[src/rtl/sign_pkg.sv]
// sign_pkg: shared entry type and saturation constants for the narrowing stage.
package sign_pkg;
  localparam int NARROW_W = 12;
  localparam logic [NARROW_W-1:0] SAT_POS = {1'b0, {(NARROW_W-1){1'b1}}};
  localparam logic [NARROW_W-1:0] SAT_NEG = {1'b1, {(NARROW_W-1){1'b0}}};
  typedef struct packed {
    logic [NARROW_W-1:0] data;
    logic                ovf;
    logic                valid;
  } entry_t;
endpackage

[src/rtl/sign_narrow_calc.sv]
// sign_narrow_calc: combinational fit test and saturate/wrap select.
module sign_narrow_calc
  import sign_pkg::*;
#(
  parameter int WIDE_WIDTH   = 32,
  parameter int NARROW_WIDTH = NARROW_W
) (
  input  logic [WIDE_WIDTH-1:0]   in_data,
  input  logic                    in_sat,
  output logic [NARROW_WIDTH-1:0] res,
  output logic                    ovf
);
  logic [WIDE_WIDTH-NARROW_WIDTH:0] top;
  assign top = in_data[WIDE_WIDTH-1:NARROW_WIDTH-1];
  assign ovf = !((&top) || !(|top));
  assign res = (ovf && in_sat) ? (in_data[WIDE_WIDTH-1] ? SAT_NEG : SAT_POS)
                               : in_data[NARROW_WIDTH-1:0];
endmodule

[src/rtl/sign_narrow.sv]
// sign_narrow: registered signed narrowing with 2-entry skid buffer and overflow tracking.
module sign_narrow
  import sign_pkg::*;
#(
  parameter int WIDE_WIDTH   = 32,
  parameter int NARROW_WIDTH = NARROW_W,
  parameter int CNT_WIDTH    = 16
) (
  input  logic                    clk,
  input  logic                    rst,
  input  logic                    in_valid,
  output logic                    in_ready,
  input  logic [WIDE_WIDTH-1:0]   in_data,
  input  logic                    in_sat,
  output logic                    out_valid,
  input  logic                    out_ready,
  output logic [NARROW_WIDTH-1:0] out_data,
  output logic                    out_ovf,
  input  logic                    clr,
  output logic                    ovf_sticky,
  output logic [CNT_WIDTH-1:0]    ovf_count
);
  logic [NARROW_WIDTH-1:0] res;
  logic ovf, accept, advance, acc_ovf, sticky_n;
  logic [CNT_WIDTH-1:0] cnt_n;
  entry_t main_q, skid_q, main_n, skid_n, new_e;
  sign_narrow_calc #(.WIDE_WIDTH(WIDE_WIDTH), .NARROW_WIDTH(NARROW_WIDTH)) u_calc (
    .in_data(in_data),
    .in_sat (in_sat),
    .res    (res),
    .ovf    (ovf)
  );
  assign in_ready   = !skid_q.valid;
  assign accept     = in_valid && in_ready;
  assign advance    = !main_q.valid || out_ready;
  assign acc_ovf    = accept && ovf;
  assign out_valid  = main_q.valid;
  assign out_data   = main_q.data;
  assign out_ovf    = main_q.ovf;
  // skid always drains into main first so ordering is preserved
  always_comb begin
    new_e    = '{data: res, ovf: ovf, valid: accept};
    main_n   = advance ? (skid_q.valid ? skid_q : new_e) : main_q;
    skid_n   = advance ? (skid_q.valid ? new_e : '0) : (accept ? new_e : skid_q);
    cnt_n    = clr ? CNT_WIDTH'(acc_ovf) : ovf_count + CNT_WIDTH'(acc_ovf && !(&ovf_count));
    sticky_n = (ovf_sticky && !clr) || acc_ovf;
  end
  always_ff @(posedge clk or posedge rst)
    if (rst) begin
      main_q     <= '0;
      skid_q     <= '0;
      ovf_count  <= '0;
      ovf_sticky <= 1'b0;
    end else begin
      main_q     <= main_n;
      skid_q     <= skid_n;
      ovf_count  <= cnt_n;
      ovf_sticky <= sticky_n;
    end
endmodule

[config.mk]
export PLATFORM = sky130hd
export DESIGN_NAME = sign_narrow
export DESIGN_NICKNAME = d
export VERILOG_FILES = /design/src/rtl/sign_pkg.sv /design/src/rtl/sign_narrow_calc.sv /design/src/rtl/sign_narrow.sv
export SDC_FILE = /design/constraint.sdc
export NUM_CORES = 1
export LEC_CHECK = 0
export BUFFER_PORTS_ARGS = -buffer_cell sky130_fd_sc_hd__buf_2
export CORE_MARGIN = 1.5
export CORE_UTILIZATION = 40
export CTS_BUF_LIST = sky130_fd_sc_hd__clkbuf_2
export CTS_CLUSTER_SIZE = 30
export DETAILED_ROUTE_END_ITERATION = 6
export PLACE_DENSITY_LB_ADDON = 0.3
export SETUP_SLACK_MARGIN = 0.3
export SLEW_MARGIN = 40
export SYNTH_ARGS = -nofsm -noshare
export SYNTH_HDL_FRONTEND = slang
export SYNTH_HIERARCHICAL = 1
export SYNTH_SLANG_ARGS = --single-unit
[constraint.sdc]
create_clock -name clk -period 2.6 [get_ports clk]
set_input_delay 0.78 -clock clk [delete_from_list [all_inputs] [get_ports clk]]
set_output_delay 0.78 -clock clk [all_outputs]
set_load 0.05 [all_outputs]
=== After elaboration in Yosys (flattened, before gate mapping) ===
Index checks and enable logic that the tools add are counted.
W data, S select, Z words.

* Register bits after elaboration: 45
* Output and inout port bits: 32
* Logic and storage cells: 34

* $add $sub $neg: 1
* Muxes and demuxes: 7
* Reduce and logical (&&, ||, !) cells: 18

{| class="wikitable"
|+ Operators with widths
! cell !! number
|-
| $mux W14 || 4
|-
| $mux W12 || 2
|-
| $reduce_and A21 Y1 || 1
|-
| $reduce_or A21 Y1 || 1
|-
| $add A16 B1 Y16 || 1
|-
| $mux W16 || 1
|-
| $reduce_and A16 Y1 || 1
|-
| $logic_not A1 Y1 || 6
|-
| $logic_and A1 B1 Y1 || 5
|-
| $logic_or A1 B1 Y1 || 3
|-
| $reduce_bool A2 Y1 || 1
|}

=== Logic depth before layout (Yosys ltp) ===
* Depth after elaboration: 8
* Depth in mapped cells: 11
* Mapped depth without buffers: 10

=== Hierarchy ===
The synthesis kept the hierarchy.

{| class="wikitable"
|+ By module, submodules not included
! module !! times used !! cells each !! area each (µm²)
|-
| sign_narrow || 1 || 219 || 2,163.3
|-
| sign_narrow_calc || 1 || 74 || 436.7
|}

=== Worst setup path before layout ===
Ideal clock, no wire load.

* Path type: input to register
* From: in in_data[23]
* To: reg ovf_count[12]
* Setup time: 125 ps
* Arrival: 2,801 ps
* Data required time: 2,475 ps
* Slack: -326 ps
* Stages on the path: 11
* Path buffers: 2
* Cell sequence: nor4_1 > and4_1 > clkbuf_1 > buf_2 > a21boi_0 > nand2_1 > a31oi_1 > ha_1 > nand3_1 > nor4_1 > mux2_2

* Word-level cells in the longest chain between the ends: 8
* Elaborated cells on any way between the ends: 9
* Those cells by class: add/sub: 1; mux: 1; reduce/logical: 7

{| class="wikitable"
|+ Ends and longest elaborated chain
! what !! RTL line !! RTL
|-
| start, declared || sign_narrow.sv:13 || <nowiki>input logic [WIDE_WIDTH-1:0] in_data,</nowiki>
|-
| $reduce_or A21 Y1 || sign_narrow_calc.sv:15 || <nowiki>assign ovf = !((&top) || !(|top));</nowiki>
|-
| $logic_not A1 Y1 || sign_narrow_calc.sv:15 ||
|-
| $logic_or A1 B1 Y1 (*) || sign_narrow_calc.sv:15 ||
|-
| $logic_not A1 Y1 (*) || sign_narrow_calc.sv:15 ||
|-
| named net ovf || sign_narrow.sv:24 || <nowiki>logic ovf, accept, advance, acc_ovf, sticky_n;</nowiki>
|-
| $logic_and A1 B1 Y1 (*) || sign_narrow.sv:36 || <nowiki>assign acc_ovf = accept && ovf;</nowiki>
|-
| $logic_and A1 B1 Y1 (*) || sign_narrow.sv:45 || <nowiki>cnt_n = clr ? CNT_WIDTH'(acc_ovf) : ovf_count + CNT_WIDTH'(acc_ovf && !(&ovf_count));</nowiki>
|-
| $add A16 B1 Y16 (*) || sign_narrow.sv:45 ||
|-
| $mux W16 (*) || sign_narrow.sv:45 ||
|-
| named net cnt_n[12] || sign_narrow.sv:25 || <nowiki>logic [CNT_WIDTH-1:0] cnt_n;</nowiki>
|-
| end signal, assigned || sign_narrow.sv:57 || <nowiki>ovf_count <= cnt_n;</nowiki>
|-
| end, declared || sign_narrow.sv:21 || <nowiki>output logic [CNT_WIDTH-1:0] ovf_count</nowiki>
|}

The timed path passes the listed nets; every way through them passes the cells marked *.
A chain may end at the register's enable or synchronous reset.

=== Worst setup path in the final report ===
* From: in in_data[20]
* To: reg ovf_count[12]

The elaborated chain is that of the path after synthesis.

==> metrics.yaml <==
worst_setup_path:
  end_kind: "register"
  reg2reg_slack_ps: 420
  cp.required_ps: 2940
  reg2reg_to: "ovf_count[13]"
  rr_worst_depth: 7
  crit_arrival_ps: 2610
  critPathMaxFanout: 3
  timing.rr.start: "ovf_count[3]"
  cp-start-kind: "input pin"
  crit_type: "in2reg"
logic_synthesis:
  synth_seq_area_share: 0.4331
  ys_top_cells_by_count: "dfrtp_1 (45), nand3_1 (42), o21ai_0 (32)"
  synth_top_area_share: 0.4331
  ys_seq_elements: 45
  ys.flop_type: "dfrtp_1"
  synth_nets: 333
  synth.avg_cell_area_sq_um: 8.874
  yosys.area.top_type: "dfrtp_1"
  synth_most_common_cell: "dfrtp_1"
  synth_edf_count: 0
  synthArstFlopShare: 1.000
  yosysWarnings: 6
  ys_types: 36
  synth.area.top_cells: "dfrtp_1 (43%), nand3_1 (8.1%), o21ai_0 (6.2%)"
  syn-cell-area_sq_um: 2600
  synthCells: 293
clock_tree:
  cts.clk_slew.worst_paths_ps: 250
  cts-htree-levels: 2
  insertion_delay_ps: 420
  root_buffer: "clkbuf_2"
  cts.sinks: 45
  clock_path_buffers: 2
  cts_hold_buf: 0
  cts_buffers: 5
  cts_tree: "built"
drt:
  vias_per_cell: 5.357
  ant_nets: 0
  wl_mm: 6.005
  dr.pass1.iters: 5
  drc: 0
  drt_iter0_drc: 138
  wl_per_cell_um: 13.56
  num_vias: 2373
floorplan:
  start_util: 0.4118
  die_h_um: 83.62
  die_w_um: 83.62
  die_area_sq_um: 6992
  num_rows: 29
  core-area_sq_um: 6314
  num_io_pins: 70
layout:
  syn_to_final_growth_pct: 23.68
  layout.cells.non_filler: 443
  layout-drive-gt1-share: 0.3142
  antennaDiodeCount: 0
  nets: 405
min_path:
  worstHoldPathType: "in2async"
sta:
  maxSlewHeadroom: 0.6472
  whs_ps: 342.2
  rsz0062_at_grt: "yes"
  period_share: 0.8757
  hold_viol_final: 0
  setup-tns-final_ps: 0
  fmax_mhz: 439.2
  setup_viol: 0
  worstMarginPinSlew_ps: 528.6
  period_needed_ps: 2277
  clock_skew_ps: 29.06
  slew_viol_final: 0
power:
  switchingPower_uw: 574.5
  switching_share: 0.3751
  combPwrFrac: 0.285
  ir_worst_vdd_mv: 0.2766
  p_per_area_nw_per_um2: 476.3
  leakagePower_nw: 1.460
  p_int_uw: 957.0
  p_seq_frac: 0.517
  power_frac_clock: 0.198
placed_design:
  port_buffers: 69
  place_congestion: 0.7893
  dp_hpwl_mm: 4.406
  dp.cells: 435
global_route:
  grt_max_degree: 46
  grt_overflow: 0
  grt_usage: 0.1776
  antenna_found_initial: 0
  grt_pass1_wl_mm: 10.30
  first_global_vias: 2218
run_status:
  status: "completed"
job:
  drv_cap: 0
metrics by stage:
stage          utilization  cell area (sq um)  worst slack (ps)  power, mW
2_1_floorplan            -               2641            -161.4      1.104
3_3_place_gp        0.4943               3120            -110.0      1.231
3_5_place_dp        0.4943               3120            -196.3      1.240
4_1_cts             0.5016               3167             301.6      1.548
5_1_grt             0.5093               3216             247.4      1.624
6_report            0.5093               3216             323.1      1.532
sequential cells by signal, indices dropped and copies added (netlist names):
name and count:
out_data 12, out_valid 1, out_ovf 1, ovf_count 16
skid_q 14, ovf_sticky 1
worst max-delay path, stage by stage:
cell	delay [ps]
buf_2	110
nand4_1	90
nor4_1	70
nand2_1	90
a21boi_4	190
nand2_2	90
a31oi_4	160
ha_2	250
nand3_4	110
nor4_4	310
mux2_2	370
cell usage in the layout (no fill, tap or decap), types with 11 or more instances in the layout:
cell type	netlist	layout
a21oi_1	21	21
a31oi_1	12	11
buf_2	9	69
buf_4	1	16
dfrtp_1	45	45
mux2i_1	13	13
nand2_1	21	20
nand3_1	42	41
nor2_1	12	11
nor2b_1	17	16
o21ai_0	32	32
kinds of logic (layout without fill, tap and decap cells):
family          Yosys count  in the layout  synth area share
fa+ha+maj                 2              2          0.009623
buf+inv                  30            103           0.05534
simple gates            124            124            0.2719
xor+xnor                  4              4           0.01348
flops                    45             45            0.4331
mux                      17             17           0.06737
compound gates           71             71            0.1492
power groups by stage:
stage | registers, mW | logic (mW) | clock network [mW]
2_1_floorplan | 0.935 | 0.169 | 0
3_3_place_gp | 0.803 | 0.428 | 0
3_5_place_dp | 0.805 | 0.435 | 0
4_1_cts | 0.792 | 0.436 | 0.321
5_1_grt | 0.802 | 0.473 | 0.349
6_report | 0.792 | 0.436 | 0.304
per-layer routing:
metal / global-route usage / share of wire
met3: 0.04649 / 0.065
met1: 0.2498 / 0.47
met5: 0 / 0
met2: 0.2742 / 0.46
met4: 0.04471 / 0.0088
repair_timing:
item,CTS,global route
resized for setup,0,7
endpoints found under the setup margin,0,7
setup buffers,0,0
worst max-delay path by stage:
| stage | start | to | slack, ps | depth (start not counted) |
|---|---|---|---|---|
| floorplan | in_data[29] | ovf_count[12] | -160 | 11 |
| global placement | in_data[13] | ovf_count[12] | -110 | 11 |
| detailed placement | in_data[13] | ovf_count[12] | -200 | 11 |
| CTS | in_data[13] | ovf_count[12] | 300 | 11 |
| global route | in_data[13] | ovf_count[10] | 250 | 12 |
| finish | in_data[20] | ovf_count[12] | 320 | 11 |
cell type report:
type	count	area, sq um
Multi-Input combinational cell	218	1411
Tap cell	77	96.34
Sequential cell	45	1126
Clock buffer	5	25.02
Timing Repair Buffer	87	505.5
Fill cell	621	3098
Clock inverter	3	21.27
Inverter	8	30.03
(Power assumes the default switching activity.)
